## src/rtl/mult_booth_seq.sv

```systemverilog
// Sequential radix-2 Booth multiplier, signed 32x32 -> low 32 bits plus overflow flag.
// One Booth step per clock; fixed 33-cycle start-to-ready latency, restartable at any time.
module mult_booth_seq #(
   parameter int WIDTH = 32,
   parameter int CNT_W = 5
) (
   input  logic             clock,
   input  logic             reset_n,
   input  logic [WIDTH-1:0] data_operandA,
   input  logic [WIDTH-1:0] data_operandB,
   input  logic             ctrl_MULT,
   output logic [WIDTH-1:0] data_result,
   output logic             data_exception,
   output logic             data_resultRDY,
   output logic             busy
);

   typedef enum logic [1:0] {IDLE, RUN, DONE} state_t;

   state_t           state_q, state_d;
   logic [WIDTH-1:0] m_q;
   logic [WIDTH:0]   acc_q;
   logic [WIDTH-1:0] q_q;
   logic             q1_q;
   logic [CNT_W-1:0] cnt_q;

   logic [WIDTH:0]   m_ext;
   logic [WIDTH:0]   acc_sum;
   logic             last_step;
   logic             ovf;

   assign m_ext     = {m_q[WIDTH-1], m_q};
   assign last_step = (cnt_q == CNT_W'(WIDTH - 1));
   assign busy      = (state_q != IDLE);

   // Upper product half must be a pure sign extension of product bit 31.
   assign ovf = !((&{acc_q[WIDTH-1:0], q_q[WIDTH-1]}) || !(|{acc_q[WIDTH-1:0], q_q[WIDTH-1]}));

   // NOTE: every signal written in always_comb gets a default first, so no latch is inferred.
   always_comb begin
      acc_sum = acc_q;
      unique case ({q_q[0], q1_q})
         2'b01:   acc_sum = acc_q + m_ext;
         2'b10:   acc_sum = acc_q - m_ext;
         default: acc_sum = acc_q;
      endcase
   end

   always_comb begin
      state_d = state_q;
      unique case (state_q)
         IDLE: if (ctrl_MULT) state_d = RUN;
         RUN: begin
            if (ctrl_MULT)      state_d = RUN;
            else if (last_step) state_d = DONE;
         end
         DONE:    state_d = ctrl_MULT ? RUN : IDLE;
         default: state_d = IDLE;
      endcase
   end

   // NOTE: sequential state uses non-blocking assignments so every register samples pre-edge values.
   always_ff @(posedge clock) begin
      if (!reset_n) begin
         state_q        <= IDLE;
         m_q            <= '0;
         acc_q          <= '0;
         q_q            <= '0;
         q1_q           <= 1'b0;
         cnt_q          <= '0;
         data_result    <= '0;
         data_exception <= 1'b0;
         data_resultRDY <= 1'b0;
      end else begin
         state_q        <= state_d;
         data_resultRDY <= 1'b0;
         if (ctrl_MULT) begin
            // A start edge in any state reloads operands and abandons any operation in flight.
            m_q   <= data_operandA;
            q_q   <= data_operandB;
            acc_q <= '0;
            q1_q  <= 1'b0;
            cnt_q <= '0;
         end else if (state_q == RUN) begin
            // Arithmetic shift right of {acc, q, q1}, replicating the accumulator sign.
            acc_q <= {acc_sum[WIDTH], acc_sum[WIDTH:1]};
            q_q   <= {acc_sum[0], q_q[WIDTH-1:1]};
            q1_q  <= q_q[0];
            cnt_q <= cnt_q + 1'b1;
         end else if (state_q == DONE) begin
            data_result    <= q_q;
            data_exception <= ovf;
            data_resultRDY <= 1'b1;
         end
      end
   end

endmodule

```

## config.mk

```make
export PLATFORM = sky130hd
export DESIGN_NAME = mult_booth_seq
export DESIGN_NICKNAME = d
export VERILOG_FILES = /design/src/rtl/mult_booth_seq.sv
export SDC_FILE = /design/constraint.sdc
export NUM_CORES = 1
export LEC_CHECK = 0
export ABC_CLOCK_PERIOD_IN_PS = 12500
export BUFFER_PORTS_ARGS = -buffer_cell sky130_fd_sc_hd__buf_2
export CAP_MARGIN = 20
export CORE_ASPECT_RATIO = 0.7
export CORE_MARGIN = 4
export CORE_UTILIZATION = 40
export DETAILED_ROUTE_END_ITERATION = 10
export PLACE_DENSITY = 0.56
export SYNTH_ARGS = -nofsm -noshare
export SYNTH_HDL_FRONTEND = slang
export SYNTH_SLANG_ARGS = --single-unit
```

## constraint.sdc

```tcl
create_clock -name clock -period 12.5 [get_ports clock]
set_clock_uncertainty 0.15 [all_clocks]
set_input_delay 0.625 -clock clock [delete_from_list [all_inputs] [get_ports clock]]
set_output_delay 0.625 -clock clock [all_outputs]
set_load 0.01 [all_outputs]
```

==> impl_results.html, run 1 <==
<table>
<tr><th>Metric</th><th>Value</th></tr>
<tr><th colspan="2">Timing</th></tr>
<tr><td>Count of final max-slew check failures</td><td>0</td></tr>
<tr><td>Final count of negative-setup-slack endpoints</td><td>0</td></tr>
<tr><td>Max Freq</td><td>0.203 GHz</td></tr>
<tr><td>Setup repair after global routing missed its margin</td><td>no</td></tr>
<tr><td>Slew at the pin with the worst max-slew slack</td><td>0.908 ns</td></tr>
<tr><td>Final critical delay including setup and external delays</td><td>4.94 ns</td></tr>
<tr><td>Tightest slew margin relative to the limit</td><td>0.395</td></tr>
<tr><td>Sum of negative setup slack</td><td>0 ns</td></tr>
<tr><td>Final worst-path cycle share</td><td>0.395</td></tr>
<tr><td>Count of endpoints failing hold in the final timing report</td><td>0</td></tr>
<tr><th colspan="2">Routing</th></tr>
<tr><td>Average detailed-routed wire length per instance</td><td>16.6 µm</td></tr>
<tr><td>Via count normalized by instance count</td><td>5.34</td></tr>
<tr><td>Number of design-rule violations left by the first detailed-router iteration</td><td>527</td></tr>
<tr><td>Residual DRC count</td><td>0</td></tr>
<tr><td>Overall via count from detail_route</td><td>7623</td></tr>
<tr><td>Count of antenna-violating nets left after detailed routing</td><td>0</td></tr>
<tr><td>DRT Wirelength</td><td>23600 µm</td></tr>
<tr><td>Detailed Routing Iterations Pass 1</td><td>5</td></tr>
<tr><th colspan="2">GRT</th></tr>
<tr><td>Via count of the first global-routing pass</td><td>7092</td></tr>
<tr><td>Largest net degree at the start of global routing</td><td>102</td></tr>
<tr><td>Global-route wire length before repair</td><td>38500 µm</td></tr>
<tr><td>Tot GR Track Use</td><td>0.204</td></tr>
<tr><td>Initial antenna violation count</td><td>0</td></tr>
<tr><td>Leftover overflow at the end of global routing</td><td>0</td></tr>
<tr><th colspan="2">Critical path</th></tr>
<tr><td>Worst Reg-to-Reg Cells</td><td>16</td></tr>
<tr><td>Largest stage delay, worst path</td><td>0.59 ns</td></tr>
<tr><td>Worst path depth</td><td>16</td></tr>
<tr><td>Critical Path Slowest Stage Cell</td><td>sky130_fd_sc_hd__nor4b_1</td></tr>
<tr><td>Critical path class</td><td>flip-flop to flip-flop</td></tr>
<tr><td>Crit path arrival time</td><td>5.10 ns</td></tr>
<tr><td>Critical R2R Launch</td><td>m_q[2]</td></tr>
<tr><td>Kind of cell adding the most delay to the critical path</td><td>simple AND/OR/NAND/NOR gates</td></tr>
<tr><td>Combined buffer and inverter count along the critical path</td><td>0</td></tr>
<tr><td>Register-to-register setup slack</td><td>7.56 ns</td></tr>
<tr><td>Cell chain of the critical path</td><td>nor3_1 -&gt; nor4b_1 -&gt; nand2_1 -&gt; nor3b_1 -&gt; nand2_1 -&gt; nor2_1 -&gt; a21oi_1 -&gt; xnor2_1 -&gt; ha_1 -&gt; a21o_1 -&gt; a2111oi_0 -&gt; nor4_1 -&gt; a211oi_1 -&gt; nor2_1 -&gt; o31ai_1 -&gt; a21oi_1</td></tr>
<tr><td>Worst endpoint required time</td><td>12.67 ns</td></tr>
<tr><td>Crit path capture type</td><td>flip-flop</td></tr>
<tr><td>Endpoint of the worst register-to-register path</td><td>acc_q[30]</td></tr>
<tr><td>Startpoint types</td><td>flip-flop</td></tr>
<tr><td>Worst-path maximum fanout</td><td>10</td></tr>
<tr><th colspan="2">Synth</th></tr>
<tr><td>Number of enable-type register cells in the synthesized netlist</td><td>0</td></tr>
<tr><td>Average instance area after synthesis</td><td>7.71 µm²</td></tr>
<tr><td>Fraction of synthesized cell area taken by the top area cell type</td><td>0.330</td></tr>
<tr><td>Post-synth ARST share</td><td>0</td></tr>
<tr><td>Number of different library cells in the post-synthesis netlist</td><td>65</td></tr>
<tr><td>Synth area leaders</td><td>sky130_fd_sc_hd__dfxtp_1 (33%), sky130_fd_sc_hd__nand2_1 (8.5%), sky130_fd_sc_hd__a21oi_1 (8.4%)</td></tr>
<tr><td>Area of the mapped netlist</td><td>8370 µm²</td></tr>
<tr><td>Most common flop cell mapped by yosys</td><td>sky130_fd_sc_hd__dfxtp_1</td></tr>
<tr><td>Area leader, netlist</td><td>sky130_fd_sc_hd__dfxtp_1</td></tr>
<tr><td>Synth Warn #</td><td>0</td></tr>
<tr><td>Count of mapped cells out of synthesis</td><td>1085</td></tr>
<tr><td>Share of the yosys chip area belonging to registers</td><td>0.330</td></tr>
<tr><td>Flip-flop and latch count after synthesis</td><td>138</td></tr>
<tr><td>Net count after synthesis</td><td>1189</td></tr>
<tr><th colspan="2">Clock network</th></tr>
<tr><td>Number of buffers inserted during clock tree synthesis</td><td>17</td></tr>
<tr><td>Cell at the root of the clock tree</td><td>sky130_fd_sc_hd__clkbuf_16</td></tr>
<tr><td>Clock Sink Count</td><td>138</td></tr>
<tr><td>Maximum buffer depth of the clock tree</td><td>2</td></tr>
<tr><td>Insertion delay of the later-clocked pin in the worst-skew pair</td><td>0.43 ns</td></tr>
<tr><td>Count of hold-fix buffers inserted at cts</td><td>0</td></tr>
<tr><td>Clock tree from TritonCTS</td><td>yes</td></tr>
<tr><td>Post-CTS Setup Bufs</td><td>0</td></tr>
<tr><td>Number of cells upsized or downsized after cts</td><td>0</td></tr>
<tr><td>Clock-pin slew on the worst setup and hold paths</td><td>0.06 ns</td></tr>
<tr><td>Max H-tree Level</td><td>4</td></tr>
<tr><th colspan="2">Worst hold path</th></tr>
<tr><td>Sink of the worst hold path</td><td>q_q[2]</td></tr>
<tr><td>Hold/Removal Path Class</td><td>primary input to flip-flop</td></tr>
<tr><td>Source of the worst hold timing path</td><td>data_operandB[2]</td></tr>
<tr><td>Number of cells on the worst hold path</td><td>3</td></tr>
<tr><th colspan="2">Die</th></tr>
<tr><td>Core region area</td><td>20200 µm²</td></tr>
<tr><td>Initial standard-cell utilization of the core</td><td>0.415</td></tr>
<tr><td>Cell row count</td><td>43</td></tr>
<tr><td>Horizontal extent of the die</td><td>181 µm</td></tr>
<tr><td>Full die area</td><td>23300 µm²</td></tr>
<tr><td>Top-level port count</td><td>102</td></tr>
<tr><td>Y dimension of the die</td><td>129 µm</td></tr>
<tr><th colspan="2">Power and ir drop</th></tr>
<tr><td>Total power divided by cell area</td><td>124 nW/µm²</td></tr>
<tr><td>Final total power</td><td>1.18 mW</td></tr>
<tr><td>Worst IR drop on VDD</td><td>0.0952 mV</td></tr>
<tr><td>Static leakage</td><td>3.75 nW</td></tr>
<tr><th colspan="2">Placement</th></tr>
<tr><td>Placed cell areas</td><td>8990 µm²</td></tr>
<tr><td>Input/output buffers</td><td>101</td></tr>
<tr><td>Routability Congestion</td><td>0.908</td></tr>
<tr><td>HPWL after detailed placement</td><td>16400 µm</td></tr>
<tr><th colspan="2">Status</th></tr>
<tr><td>Run status</td><td>complete, no violations</td></tr>
<tr><th colspan="2">Layout</th></tr>
<tr><td>Nets</td><td>1250</td></tr>
<tr><td>Layout cells sized above 1</td><td>0.132</td></tr>
<tr><td>Most frequent standard cell in the layout excluding fill and tap cells</td><td>sky130_fd_sc_hd__nand2_1</td></tr>
<tr><td>Area delta synth-&gt;final</td><td>13.9%</td></tr>
<tr><td>Top library cells by usage in the layout, fill and taps aside</td><td>sky130_fd_sc_hd__nand2_1 (190), sky130_fd_sc_hd__a21oi_1 (141), sky130_fd_sc_hd__dfxtp_1 (138), sky130_fd_sc_hd__buf_2 (100), sky130_fd_sc_hd__nor2b_1 (67)</td></tr>
<tr><td>Core utilization of the finished layout</td><td>0.472</td></tr>
<tr><td>Final design instance area without fill</td><td>9530 µm²</td></tr>
<tr><td>Diode count</td><td>0</td></tr>
<tr><th colspan="2">Job</th></tr>
<tr><td>Maxcap violations</td><td>0</td></tr>
</table>
==> synthesized netlist by cell type (all sizes together), types with 3 or more instances <==
master,instances
a211oi,11
a21boi,33
a21o,13
a21oi,141
a31oi,10
and2,7
and3,7
buf,8
clkbuf,58
dfxtp,138
ha,36
inv,13
mux2i,41
nand2,190
nand2b,6
nand3,8
nand4,19
nor2,67
nor2b,68
nor3,24
nor3b,3
nor4,17
o2111ai,3
o211ai,9
o21a,10
o21ai,40
or3,12
or4,3
xnor2,49
xor2,7
==> how the worst max path moves through the flow <==
stage	startpoint	endpoint	slack, ns
6_report	m_q[2]	acc_q[30]	7.56
5_1_grt	m_q[2]	acc_q[30]	7.05
4_1_cts	m_q[2]	acc_q[30]	7.57
3_5_place_dp	m_q[2]	acc_q[30]	7.56
3_3_place_gp	m_q[2]	acc_q[30]	7.76
2_1_floorplan	m_q[2]	acc_q[31]	8.39
==> layer usage <==
metal,up-vias,part of all wire,global-route usage
met4,0,0.0095,0.0484
met1,3493,0.53,0.317
met5,-,0,0
met2,178,0.40,0.280
li1,3935,-,-
met3,17,0.062,0.0491
==> worst register-to-register path: cells and delay by family (launching register included) <==
kind / cells / cell delay [ns]
xor gates and xnor gates: 1 / 0.21
AOI/OAI and AO/OA: 6 / 1.46
adders and majority gates: 1 / 0.36
and+or+nand+nor: 8 / 2.32
DFF: 1 / 0.35
==> area by class of cell <==
class | instances | area, µm²
fill | 2053 | 10600
clock buffer | 24 | 502
tap | 270 | 338
timing repair buffer | 110 | 576
sequential | 138 | 2760
clock inverter | 6 | 38.8
multi-input combinational | 866 | 5260
inverter | 13 | 48.8
==> state kept, by name (all words and copies together) (netlist names) <==
signal,cells
data_exception,1
cnt_q,5
q_q,32
acc_q,32
state_q,2
m_q,32
q1_q,1
data_result,32
data_resultRDY,1
==> per-stage QoR <==
step	setup WS, ns	std cells	hold WS, ns
2_1_floorplan	8.39	1085	0.286
4_1_cts	7.57	1427	0.283
6_report	7.56	1427	0.298
3_5_place_dp	7.56	1397	0.304
5_1_grt	7.05	1427	0.297
3_3_place_gp	7.76	1397	0.294
==> power by group <==
group | total (mW) | internal (mW) | leakage (nW) | switching [mW]
Clock | 0.475 | 0.277 | 0.264 | 0.198
Combinational | 0.231 | 0.0959 | 2.36 | 0.135
Sequential | 0.476 | 0.456 | 1.13 | 0.0194
==> cells by family (layout without fill, tap and decap cells) <==
kind of cell / after synthesis / after routing / synth area share
adder cells (fa/ha/maj): 37 / 37 / 0.0562
multiplexers: 41 / 41 / 0.0490
AND/OR/NAND/NOR: 438 / 438 / 0.251
AO/OA/AOI/OAI: 294 / 294 / 0.213
buffers and inverters: 81 / 153 / 0.0426
XOR/XNOR: 56 / 56 / 0.0586
flip-flops: 138 / 138 / 0.330
Note: power is estimated with default switching activity, not from simulation.
==> inputs of run 2 (changes only) <==
--- a/config.mk
+++ b/config.mk
@@ -5,14 +5,15 @@
 export SDC_FILE = /design/constraint.sdc
 export NUM_CORES = 1
 export LEC_CHECK = 0
-export ABC_CLOCK_PERIOD_IN_PS = 12500
+export ABC_AREA = 1
+export ABC_CLOCK_PERIOD_IN_PS = 3990
 export BUFFER_PORTS_ARGS = -buffer_cell sky130_fd_sc_hd__buf_2
 export CAP_MARGIN = 20
 export CORE_ASPECT_RATIO = 0.7
 export CORE_MARGIN = 4
 export CORE_UTILIZATION = 40
 export DETAILED_ROUTE_END_ITERATION = 10
-export PLACE_DENSITY = 0.56
+export PLACE_DENSITY = 0.58
 export SYNTH_ARGS = -nofsm -noshare
 export SYNTH_HDL_FRONTEND = slang
 export SYNTH_SLANG_ARGS = --single-unit
==> constraint.sdc (replaced) <==
create_clock -name clock -period 3.99 [get_ports clock]
set_clock_uncertainty 0.15 [all_clocks]
set_input_delay 0.1995 -clock clock [delete_from_list [all_inputs] [get_ports clock]]
set_output_delay 0.1995 -clock clock [all_outputs]
set_load 0.01 [all_outputs]
==> run 2 against run 1 <==
Sequential power grew to 3.1 times the previous value. Power rose to 3.3 times the previous value. Highest routed layer unchanged. Clock power increased to 3.5 times the previous value. Critical path type unchanged. Global-route usage grew 1.4 points. Worst hold slack got worse by 0.15 ns. Critical path depth increased by 4. Wire length increased by 14%. Cell count up 31%. Count of clock-buffer cells in the layout down 7.
==> impl_results.html, run 2 <==
<table>
<tr><th>Metric</th><th>Value</th></tr>
<tr><th colspan="2">Status</th></tr>
<tr><td>Run status</td><td>complete, no violations (unchanged)</td></tr>
<tr><th colspan="2">Job</th></tr>
<tr><td>Maxcap violations</td><td>0 (unchanged)</td></tr>
<tr><th colspan="2">Synth</th></tr>
<tr><td>Net count after synthesis</td><td>1539 (was 1189)</td></tr>
<tr><td>Synth area leaders</td><td>sky130_fd_sc_hd__dfxtp_1 (31%), sky130_fd_sc_hd__nand2_1 (21%), sky130_fd_sc_hd__nor2_1 (7.4%) (was sky130_fd_sc_hd__dfxtp_1 (33%), sky130_fd_sc_hd__nand2_1 (8.5%), sky130_fd_sc_hd__a21oi_1 (8.4%))</td></tr>
<tr><td>List of most frequent post-synthesis cells</td><td>sky130_fd_sc_hd__nand2_1 (486), sky130_fd_sc_hd__nor2_1 (174), sky130_fd_sc_hd__inv_1 (170) (was sky130_fd_sc_hd__nand2_1 (190), sky130_fd_sc_hd__a21oi_1 (141), sky130_fd_sc_hd__dfxtp_1 (138))</td></tr>
<tr><td>Average instance area after synthesis</td><td>6.15 µm² (was 7.71 µm²)</td></tr>
<tr><td>Count of mapped cells out of synthesis</td><td>1435 (was 1085)</td></tr>
<tr><td>Most common flop cell mapped by yosys</td><td>sky130_fd_sc_hd__dfxtp_1 (unchanged)</td></tr>
<tr><td>Fraction of synthesized cell area taken by the top area cell type</td><td>0.313 (was 0.330)</td></tr>
<tr><td>Number of enable-type register cells in the synthesized netlist</td><td>0 (unchanged)</td></tr>
<tr><td>Synth Warn #</td><td>0 (unchanged)</td></tr>
<tr><td>Share of the yosys chip area belonging to registers</td><td>0.313 (was 0.330)</td></tr>
<tr><td>Area leader, netlist</td><td>sky130_fd_sc_hd__dfxtp_1 (unchanged)</td></tr>
<tr><td>Leading cell type by number of instances after synthesis</td><td>sky130_fd_sc_hd__nand2_1 (unchanged)</td></tr>
<tr><td>Post-synth ARST share</td><td>0 (unchanged)</td></tr>
<tr><td>Flip-flop and latch count after synthesis</td><td>138 (unchanged)</td></tr>
<tr><td>Area of the mapped netlist</td><td>8830 µm² (was 8370 µm²)</td></tr>
<tr><td>Number of different library cells in the post-synthesis netlist</td><td>42 (was 65)</td></tr>
<tr><th colspan="2">GRT</th></tr>
<tr><td>Tot GR Track Use</td><td>0.218 (was 0.204)</td></tr>
<tr><td>Largest net degree at the start of global routing</td><td>67 (was 102)</td></tr>
<tr><td>Via count of the first global-routing pass</td><td>8262 (was 7092)</td></tr>
<tr><td>Initial antenna violation count</td><td>0 (unchanged)</td></tr>
<tr><td>Global-route wire length before repair</td><td>43300 µm (was 38500 µm)</td></tr>
<tr><td>Leftover overflow at the end of global routing</td><td>0 (unchanged)</td></tr>
<tr><th colspan="2">Routing</th></tr>
<tr><td>Detailed Routing Iterations Pass 1</td><td>5 (unchanged)</td></tr>
<tr><td>Number of design-rule violations left by the first detailed-router iteration</td><td>745 (was 527)</td></tr>
<tr><td>Count of antenna-violating nets left after detailed routing</td><td>0 (unchanged)</td></tr>
<tr><td>DRT Wirelength</td><td>27000 µm (was 23600 µm)</td></tr>
<tr><td>Residual DRC count</td><td>0 (unchanged)</td></tr>
<tr><td>Via count normalized by instance count</td><td>4.97 (was 5.34)</td></tr>
<tr><td>Overall via count from detail_route</td><td>9295 (was 7623)</td></tr>
<tr><td>Average detailed-routed wire length per instance</td><td>14.4 µm (was 16.6 µm)</td></tr>
<tr><th colspan="2">Clock network</th></tr>
<tr><td>Clock-pin slew on the worst setup and hold paths</td><td>0.07 ns (was 0.06 ns)</td></tr>
<tr><td>Insertion delay of the later-clocked pin in the worst-skew pair</td><td>0.43 ns (about the same)</td></tr>
<tr><td>Number of buffers inserted during clock tree synthesis</td><td>17 (unchanged)</td></tr>
<tr><td>Cell at the root of the clock tree</td><td>sky130_fd_sc_hd__clkbuf_16 (unchanged)</td></tr>
<tr><td>Max H-tree Level</td><td>4 (unchanged)</td></tr>
<tr><td>Clock Sink Count</td><td>138 (unchanged)</td></tr>
<tr><td>Clock tree from TritonCTS</td><td>yes (unchanged)</td></tr>
<tr><td>Post-CTS Setup Bufs</td><td>0 (unchanged)</td></tr>
<tr><td>Number of cells upsized or downsized after cts</td><td>0 (unchanged)</td></tr>
<tr><td>Count of hold-fix buffers inserted at cts</td><td>64 (was 0)</td></tr>
<tr><td>Maximum buffer depth of the clock tree</td><td>2 (unchanged)</td></tr>
<tr><th colspan="2">Critical path</th></tr>
<tr><td>Worst endpoint required time</td><td>4.13 ns (was 12.67 ns)</td></tr>
<tr><td>Cell seen most often among critical-path stages</td><td>sky130_fd_sc_hd__nand2_1</td></tr>
<tr><td>Startpoint types</td><td>flip-flop (unchanged)</td></tr>
<tr><td>Crit path capture type</td><td>flip-flop (unchanged)</td></tr>
<tr><td>Worst-path maximum fanout</td><td>5 (was 10)</td></tr>
<tr><td>Largest stage delay, worst path</td><td>0.41 ns (was 0.59 ns)</td></tr>
<tr><td>Critical path class</td><td>flip-flop to flip-flop (unchanged)</td></tr>
<tr><td>Cell chain of the critical path</td><td>inv_2 -&gt; ha_1 -&gt; nand2_1 -&gt; nor2_2 -&gt; nand2_2 -&gt; nor2_4 -&gt; nand3_2 -&gt; nor2_2 -&gt; a31oi_1 -&gt; xnor2_1 -&gt; ha_1 -&gt; nand2_1 -&gt; nor2_1 -&gt; inv_1 -&gt; nor3_1 -&gt; nand2_1 -&gt; nand3_1 -&gt; nand3_1 -&gt; nand2_1 -&gt; a21oi_1 (was nor3_1 -&gt; nor4b_1 -&gt; nand2_1 -&gt; nor3b_1 -&gt; nand2_1 -&gt; nor2_1 -&gt; a21oi_1 -&gt; xnor2_1 -&gt; ha_1 -&gt; a21o_1 -&gt; a2111oi_0 -&gt; nor4_1 -&gt; a211oi_1 -&gt; nor2_1 -&gt; o31ai_1 -&gt; a21oi_1)</td></tr>
<tr><td>Critical Path Slowest Stage Cell</td><td>sky130_fd_sc_hd__ha_1 (was sky130_fd_sc_hd__nor4b_1)</td></tr>
<tr><td>Kind of cell adding the most delay to the critical path</td><td>simple AND/OR/NAND/NOR gates (unchanged)</td></tr>
<tr><td>Crit path arrival time</td><td>3.58 ns (was 5.10 ns)</td></tr>
<tr><td>Combined buffer and inverter count along the critical path</td><td>2 (was 0)</td></tr>
<tr><th colspan="2">Timing</th></tr>
<tr><td>Tightest slew margin relative to the limit</td><td>0.488 (was 0.395)</td></tr>
<tr><td>Setup WS post-layout</td><td>0.553 ns (was 7.56 ns)</td></tr>
<tr><td>Slew at the pin with the worst max-slew slack</td><td>0.768 ns (was 0.908 ns)</td></tr>
<tr><td>Max Freq</td><td>0.291 GHz (was 0.203 GHz)</td></tr>
<tr><td>Final critical delay including setup and external delays</td><td>3.44 ns (was 4.94 ns)</td></tr>
<tr><td>Count of endpoints failing hold in the final timing report</td><td>0 (unchanged)</td></tr>
<tr><td>Sum of negative setup slack</td><td>0 ns (unchanged)</td></tr>
<tr><td>Count of final max-slew check failures</td><td>0 (unchanged)</td></tr>
<tr><td>Final count of negative-setup-slack endpoints</td><td>0 (unchanged)</td></tr>
<tr><td>Final worst-path cycle share</td><td>0.861 (was 0.395)</td></tr>
<tr><td>Setup repair after global routing missed its margin</td><td>no (unchanged)</td></tr>
<tr><th colspan="2">Die</th></tr>
<tr><td>Y dimension of the die</td><td>132 µm (was 129 µm)</td></tr>
<tr><td>Full die area</td><td>24500 µm² (was 23300 µm²)</td></tr>
<tr><td>Cell row count</td><td>45 (was 43)</td></tr>
<tr><td>Initial standard-cell utilization of the core</td><td>0.407 (was 0.415)</td></tr>
<tr><td>Top-level port count</td><td>102 (unchanged)</td></tr>
<tr><td>Core region area</td><td>21700 µm² (was 20200 µm²)</td></tr>
<tr><td>Horizontal extent of the die</td><td>186 µm (was 181 µm)</td></tr>
<tr><th colspan="2">Layout</th></tr>
<tr><td>Layout filler cell count</td><td>2163 (was 2053)</td></tr>
<tr><td>Multi-input logic area</td><td>5170 µm² (was 5260 µm²)</td></tr>
<tr><td>Diode count</td><td>0 (unchanged)</td></tr>
<tr><td>Top library cells by usage in the layout, fill and taps aside</td><td>sky130_fd_sc_hd__nand2_1 (486), sky130_fd_sc_hd__nor2_1 (173), sky130_fd_sc_hd__inv_1 (169), sky130_fd_sc_hd__dfxtp_1 (138), sky130_fd_sc_hd__a21oi_1 (115) (was sky130_fd_sc_hd__nand2_1 (190), sky130_fd_sc_hd__a21oi_1 (141), sky130_fd_sc_hd__dfxtp_1 (138), sky130_fd_sc_hd__buf_2 (100), sky130_fd_sc_hd__nor2b_1 (67))</td></tr>
<tr><td>Layout cells sized above 1</td><td>0.114 (was 0.132)</td></tr>
<tr><td>Most frequent standard cell in the layout excluding fill and tap cells</td><td>sky130_fd_sc_hd__nand2_1 (unchanged)</td></tr>
<tr><td>Nets</td><td>1681 (was 1250)</td></tr>
<tr><td>Register cell area after layout</td><td>2760 µm² (unchanged)</td></tr>
<tr><td>Area delta synth-&gt;final</td><td>22.5% (was 13.9%)</td></tr>
<tr><th colspan="2">Placement</th></tr>
<tr><td>HPWL after detailed placement</td><td>19600 µm (was 16400 µm)</td></tr>
<tr><td>Input/output buffers</td><td>101 (unchanged)</td></tr>
<tr><td>Routability Congestion</td><td>0.929 (was 0.908)</td></tr>
<tr><td>Worst slack at placement</td><td>0.629 ns (was 7.56 ns)</td></tr>
<tr><th colspan="2">Power and ir drop</th></tr>
<tr><td>Total power divided by cell area</td><td>360 nW/µm² (was 124 nW/µm²)</td></tr>
<tr><td>Final total power</td><td>3.89 mW (was 1.18 mW)</td></tr>
<tr><td>Worst IR drop on VDD</td><td>0.304 mV (was 0.0952 mV)</td></tr>
<tr><td>Static leakage</td><td>5.18 nW (was 3.75 nW)</td></tr>
<tr><th colspan="2">Worst hold path</th></tr>
<tr><td>Hold/Removal Path Class</td><td>primary input to flip-flop (unchanged)</td></tr>
</table>
[run 2: cell types whose count changed in the layout (fill, tap and decap cells not counted), moves of 36 or more]
cell	previous run	this run
sky130_fd_sc_hd__dlygate4sd3_1	0	64
sky130_fd_sc_hd__inv_1	13	169
sky130_fd_sc_hd__mux2i_1	41	0
sky130_fd_sc_hd__nand2_1	190	486
sky130_fd_sc_hd__nor2_1	66	173
sky130_fd_sc_hd__nor2b_1	67	0
sky130_fd_sc_hd__xnor2_1	49	13
[run 2: area by class of cell]
cell class,instances,area share
clock buffers,17,0.0394
clock inverters,15,0.0179
inverters,178,0.0618
multi-input cells,1067,0.479
flip-flops and latches,138,0.256
well taps,282,0.0326
repair buffers,175,0.114
[run 2: worst paths after layout]
path                                      from              to  slack (ns)  cells past startpoint
worst min-delay path                   reset_n          m_q[5]        0.15                      3
worst min register to register  data_result[3]  data_result[3]        0.31                      2
worst max-delay path                    m_q[0]       acc_q[26]        0.55                     20
worst max register to register          m_q[0]       acc_q[26]        0.55                     20
[run 2: power breakdown]
group	internal, mW	leakage [nW]	switching, mW
sequential	1.43	1.13	0.0600
combinational	0.280	3.76	0.473
clock	0.857	0.300	0.787
[run 2: kinds of logic after synthesis]
family                     Yosys count  share of synthesized area
DFF                                138                      0.313
buffers and inverters              230                      0.101
xor gates and xnor gates            41                     0.0407
adders and majority gates           37                     0.0533
and+or+nand+nor                    768                      0.357
AOI/OAI and AO/OA                  221                      0.135
[run 2: worst reg2reg max path, delay by kind of cell (launching register included)]
family                     cells  cell delay, ns
and+or+nand+nor               13            1.79
adders and majority gates      2            0.57
DFF                            1            0.33
buffers and inverters          2            0.17
AOI/OAI and AO/OA              2            0.16
xor gates and xnor gates       1            0.14
[run 2: per-stage QoR]
step           hold WS (ns)  instance area (µm²)  cells  utilization
4_1_cts               0.128                10800   1872        0.499
6_report              0.152                10800   1872        0.499
3_3_place_gp          0.272                 9550   1776        0.441
3_5_place_dp          0.276                 9550   1776        0.441
5_1_grt               0.180                10800   1872        0.499
2_1_floorplan         0.184                 8830   1435            -
[run 2: metal layers]
layer / vias up / wire length, µm / track usage
met5: - / 0 / 0
met4: 0 / 201 / 0.0332
met3: 19 / 1980 / 0.0538
met2: 254 / 10300 / 0.287
met1: 4185 / 14500 / 0.355
li1: 4837 / - / -
==> inputs of run 3 (changes only) <==
--- a/config.mk
+++ b/config.mk
@@ -5,15 +5,15 @@
 export SDC_FILE = /design/constraint.sdc
 export NUM_CORES = 1
 export LEC_CHECK = 0
-export ABC_AREA = 1
+export ABC_AREA = 0
 export ABC_CLOCK_PERIOD_IN_PS = 3990
 export BUFFER_PORTS_ARGS = -buffer_cell sky130_fd_sc_hd__buf_2
 export CAP_MARGIN = 20
 export CORE_ASPECT_RATIO = 0.7
-export CORE_MARGIN = 4
+export CORE_MARGIN = 2
 export CORE_UTILIZATION = 40
 export DETAILED_ROUTE_END_ITERATION = 10
-export PLACE_DENSITY = 0.58
+export PLACE_DENSITY = 0.59
 export SYNTH_ARGS = -nofsm -noshare
 export SYNTH_HDL_FRONTEND = slang
 export SYNTH_SLANG_ARGS = --single-unit
==> run 3 against run 2 <==
Core utilization increased by 1.9 points. Combinational power grew 14%. Clock power decreased by 7%. Via count shrank 12%. Non-clock buffer count increased by 47. First-iteration DRC count decreased by 11%. Sequential cell count stayed put. Wire length fell by 9.2%. Design area down 1.1%. Setup slack got worse by 0.45 ns. Critical path depth decreased by 2. Count of clock-buffer cells in the layout unchanged. Critical endpoint is now acc_q[31].
==> impl_results.html, run 3 (synthesis gave the netlist of run 1 again) <==
<table>
<tr><th>Metric</th><th>Value</th></tr>
<tr><th colspan="2">Clock network</th></tr>
<tr><td>Clock Sink Count</td><td>138 (unchanged)</td></tr>
<tr><td>Max H-tree Level</td><td>4 (unchanged)</td></tr>
<tr><td>Number of buffers inserted during clock tree synthesis</td><td>17 (unchanged)</td></tr>
<tr><td>Insertion delay of the later-clocked pin in the worst-skew pair</td><td>0.43 ns (about the same)</td></tr>
<tr><td>Clock tree from TritonCTS</td><td>yes (unchanged)</td></tr>
<tr><td>Maximum buffer depth of the clock tree</td><td>2 (unchanged)</td></tr>
<tr><td>Cell at the root of the clock tree</td><td>sky130_fd_sc_hd__clkbuf_16 (unchanged)</td></tr>
<tr><td>Clock-pin slew on the worst setup and hold paths</td><td>0.07 ns (about the same)</td></tr>
<tr><th colspan="2">Power and ir drop</th></tr>
<tr><td>Total power divided by cell area</td><td>362 nW/µm² (was 360 nW/µm²)</td></tr>
<tr><td>Fraction of power consumed by the clock network</td><td>0.393 (was 0.423)</td></tr>
<tr><td>Switching Share</td><td>0.316 (was 0.340)</td></tr>
<tr><td>Net Switching</td><td>1.22 mW (was 1.32 mW)</td></tr>
<tr><td>Combinational fraction of design power</td><td>0.223 (was 0.194)</td></tr>
<tr><td>Reg power frac</td><td>0.384 (was 0.383)</td></tr>
<tr><td>Internal Pwr Total</td><td>2.64 mW (was 2.57 mW)</td></tr>
<tr><td>Worst IR drop on VDD</td><td>0.289 mV (was 0.304 mV)</td></tr>
<tr><td>Static leakage</td><td>4.28 nW (was 5.18 nW)</td></tr>
<tr><th colspan="2">Routing</th></tr>
<tr><td>Count of antenna-violating nets left after detailed routing</td><td>0 (unchanged)</td></tr>
<tr><td>Number of design-rule violations left by the first detailed-router iteration</td><td>665 (was 745)</td></tr>
<tr><td>Residual DRC count</td><td>0 (unchanged)</td></tr>
<tr><td>DRT Wirelength</td><td>24500 µm (was 27000 µm)</td></tr>
<tr><td>Average detailed-routed wire length per instance</td><td>15.9 µm (was 14.4 µm)</td></tr>
<tr><td>Overall via count from detail_route</td><td>8189 (was 9295)</td></tr>
<tr><td>Detailed Routing Iterations Pass 1</td><td>5 (unchanged)</td></tr>
<tr><td>Via count normalized by instance count</td><td>5.29 (was 4.97)</td></tr>
<tr><th colspan="2">Layout</th></tr>
<tr><td>Top library cells by usage in the layout, fill and taps aside</td><td>sky130_fd_sc_hd__nand2_1 (189), sky130_fd_sc_hd__a21oi_1 (139), sky130_fd_sc_hd__dfxtp_1 (137), sky130_fd_sc_hd__buf_2 (100), sky130_fd_sc_hd__nor2b_1 (67) (was sky130_fd_sc_hd__nand2_1 (486), sky130_fd_sc_hd__nor2_1 (173), sky130_fd_sc_hd__inv_1 (169), sky130_fd_sc_hd__dfxtp_1 (138), sky130_fd_sc_hd__a21oi_1 (115))</td></tr>
<tr><td>Core utilization of the finished layout</td><td>0.518 (was 0.499)</td></tr>
<tr><td>Nets</td><td>1362 (was 1681)</td></tr>
<tr><td>Area delta synth-&gt;final</td><td>27.8% (was 22.5%)</td></tr>
<tr><td>Most frequent standard cell in the layout excluding fill and tap cells</td><td>sky130_fd_sc_hd__nand2_1 (unchanged)</td></tr>
<tr><td>Count of non-filler cells in the finished layout</td><td>1547 (was 1872)</td></tr>
<tr><td>Layout cells sized above 1</td><td>0.175 (was 0.114)</td></tr>
<tr><td>Diode count</td><td>0 (unchanged)</td></tr>
<tr><th colspan="2">Critical path</th></tr>
<tr><td>Worst endpoint required time</td><td>4.15 ns (was 4.13 ns)</td></tr>
<tr><td>Crit path capture type</td><td>flip-flop (unchanged)</td></tr>
<tr><td>Critical Path Slowest Stage Cell</td><td>sky130_fd_sc_hd__or4_4 (was sky130_fd_sc_hd__ha_1)</td></tr>
<tr><td>Kind of cell adding the most delay to the critical path</td><td>simple AND/OR/NAND/NOR gates (unchanged)</td></tr>
<tr><td>Largest stage delay, worst path</td><td>0.55 ns (was 0.41 ns)</td></tr>
<tr><td>Worst Reg-to-Reg Cells</td><td>18 (was 20)</td></tr>
<tr><td>Worst path depth</td><td>18 (was 20)</td></tr>
<tr><td>Cell seen most often among critical-path stages</td><td>sky130_fd_sc_hd__mux2i_1 (was sky130_fd_sc_hd__nand2_1)</td></tr>
<tr><td>Crit. Startpoint</td><td>m_q[6] (was m_q[0])</td></tr>
<tr><td>Critical R2R Launch</td><td>m_q[6] (was m_q[0])</td></tr>
<tr><td>Cell chain of the critical path</td><td>or4_4 -&gt; nor3_4 -&gt; nand2_2 -&gt; nor3b_2 -&gt; nand2_1 -&gt; nor2_2 -&gt; buf_4 -&gt; a21oi_2 -&gt; xnor2_1 -&gt; ha_1 -&gt; a21oi_1 -&gt; a211o_2 -&gt; or3_1 -&gt; mux2i_1 -&gt; nand4b_1 -&gt; a21o_2 -&gt; o41ai_4 -&gt; mux2i_1 (was inv_2 -&gt; ha_1 -&gt; nand2_1 -&gt; nor2_2 -&gt; nand2_2 -&gt; nor2_4 -&gt; nand3_2 -&gt; nor2_2 -&gt; a31oi_1 -&gt; xnor2_1 -&gt; ha_1 -&gt; nand2_1 -&gt; nor2_1 -&gt; inv_1 -&gt; nor3_1 -&gt; nand2_1 -&gt; nand3_1 -&gt; nand3_1 -&gt; nand2_1 -&gt; a21oi_1)</td></tr>
<tr><td>Startpoint types</td><td>flip-flop (unchanged)</td></tr>
<tr><td>Critical path class</td><td>flip-flop to flip-flop (unchanged)</td></tr>
<tr><td>Combined buffer and inverter count along the critical path</td><td>1 (was 2)</td></tr>
<tr><td>Crit path arrival time</td><td>4.05 ns (was 3.58 ns)</td></tr>
<tr><td>Worst-path maximum fanout</td><td>3 (was 5)</td></tr>
<tr><th colspan="2">Timing</th></tr>
<tr><td>Setup repair after global routing missed its margin</td><td>yes (was no)</td></tr>
<tr><td>Tightest slew margin relative to the limit</td><td>0.425 (was 0.488)</td></tr>
<tr><td>Final count of negative-setup-slack endpoints</td><td>0 (unchanged)</td></tr>
<tr><td>Slew at the pin with the worst max-slew slack</td><td>0.863 ns (was 0.768 ns)</td></tr>
<tr><td>Worst hold slack after final layout</td><td>0.192 ns (was 0.152 ns)</td></tr>
<tr><td>Final critical delay including setup and external delays</td><td>3.89 ns (was 3.44 ns)</td></tr>
<tr><td>Max Freq</td><td>0.257 GHz (was 0.291 GHz)</td></tr>
<tr><td>Count of endpoints failing hold in the final timing report</td><td>0 (unchanged)</td></tr>
<tr><td>Final worst-path cycle share</td><td>0.975 (was 0.861)</td></tr>
<tr><td>Count of final max-slew check failures</td><td>0 (unchanged)</td></tr>
<tr><th colspan="2">GRT</th></tr>
<tr><td>Global-route wire length before repair</td><td>40000 µm (was 43300 µm)</td></tr>
<tr><td>Via count of the first global-routing pass</td><td>7612 (was 8262)</td></tr>
<tr><td>Tot GR Track Use</td><td>0.225 (was 0.218)</td></tr>
<tr><td>Largest net degree at the start of global routing</td><td>100 (was 67)</td></tr>
<tr><td>Initial antenna violation count</td><td>0 (unchanged)</td></tr>
<tr><td>Leftover overflow at the end of global routing</td><td>0 (unchanged)</td></tr>
<tr><th colspan="2">Die</th></tr>
<tr><td>Full die area</td><td>22100 µm² (was 24500 µm²)</td></tr>
<tr><td>Y dimension of the die</td><td>125 µm (was 132 µm)</td></tr>
<tr><td>Cell row count</td><td>44 (was 45)</td></tr>
<tr><td>Core region area</td><td>20600 µm² (was 21700 µm²)</td></tr>
<tr><td>Top-level port count</td><td>102 (unchanged)</td></tr>
<tr><td>Horizontal extent of the die</td><td>177 µm (was 186 µm)</td></tr>
<tr><td>Initial standard-cell utilization of the core</td><td>0.405 (was 0.407)</td></tr>
<tr><th colspan="2">Job</th></tr>
<tr><td>Maxcap violations</td><td>0 (unchanged)</td></tr>
<tr><th colspan="2">Placement</th></tr>
<tr><td>Routability Congestion</td><td>0.957 (was 0.929)</td></tr>
<tr><td>Placed cells</td><td>1450 (was 1776)</td></tr>
<tr><td>Input/output buffers</td><td>101 (unchanged)</td></tr>
<tr><td>HPWL after detailed placement</td><td>16800 µm (was 19600 µm)</td></tr>
<tr><th colspan="2">Status</th></tr>
<tr><td>Run status</td><td>complete, no violations (unchanged)</td></tr>
<tr><th colspan="2">Worst hold path</th></tr>
<tr><td>Hold/Removal Path Class</td><td>primary input to flip-flop (unchanged)</td></tr>
<tr><td>Number of cells on the worst hold path</td><td>3 (unchanged)</td></tr>
<tr><td>Source of the worst hold timing path</td><td>reset_n (unchanged)</td></tr>
</table>
-- run 3: changes by cell type in the layout (fill, tap and decap cells not counted), moves of 41 or more --
cell,before,now
sky130_fd_sc_hd__nor2_1,173,64
sky130_fd_sc_hd__mux2i_1,0,41
sky130_fd_sc_hd__nand2_1,486,189
sky130_fd_sc_hd__nor2b_1,0,67
sky130_fd_sc_hd__inv_1,169,13
sky130_fd_sc_hd__buf_4,9,57
-- run 3: final timing paths --
| check | end | slack [ns] |
|---|---|---|
| min reg2reg | q1_q | 0.30 |
| max reg2reg | acc_q[31] | 0.10 |
| max | acc_q[31] | 0.10 |
| min | acc_q[8] | 0.19 |
-- run 3: area by class of cell --
class,count,area (µm²)
fillers,2041,9950
multi-input cells,866,5380
flip-flops and latches,138,2760
repair buffers,222,1590
clock buffers,17,425
well taps,276,345
clock inverters,15,135
inverters,13,48.8
-- run 3: metal layers --
metal / track usage / vias up / routed length [µm]
met3: 0.0350 / 14 / 1270
met5: 0 / - / 0
met4: 0.0438 / 0 / 201
met2: 0.332 / 195 / 10300
met1: 0.344 / 3809 / 12800
li1: - / 4171 / -
-- run 3: worst reg2reg max path, delay by kind of cell, from the launching register on --
family                   cells  cell delay (ns)
AO/OA/AOI/OAI                5             0.68
buffers and inverters        1             0.13
XOR/XNOR                     1             0.13
flip-flops                   1             0.32
multiplexers                 2             0.25
AND/OR/NAND/NOR              8             1.79
adder cells (fa/ha/maj)      1             0.33
-- run 3: per-stage QoR --
step / power, mW / setup slack, ns / cell area [µm²] / setup TNS (ns)
floorplan: 2.05 / 0.0704 / 8380 / 0
global placement: 2.29 / -0.0613 / 9370 / -0.0613
detailed placement: 2.30 / -0.0821 / 9370 / -0.0902
CTS: 3.87 / 0.0153 / 10600 / 0
global route: 4.06 / -0.107 / 10700 / -0.257
finish: 3.87 / 0.100 / 10700 / 0
-- run 3: timing repair --
action | 4_1_cts | 5_1_grt
gates resized for setup | 2 | 22
pin swaps | 1 | 10
endpoints found under the hold margin | 64 | 0
hold buffers | 64 | 0
setup buffers | 0 | 1
setup endpoints to repair | 2 | 9
-- run 3: power by group through the flow --
stage / registers (mW) / logic, mW / clock network (mW)
after floorplan: 1.50 / 0.555 / 0
after global placement: 1.51 / 0.776 / 0
after detailed placement: 1.52 / 0.782 / 0
after CTS: 1.48 / 0.838 / 1.54
after global routing: 1.49 / 0.949 / 1.62
final: 1.49 / 0.861 / 1.52
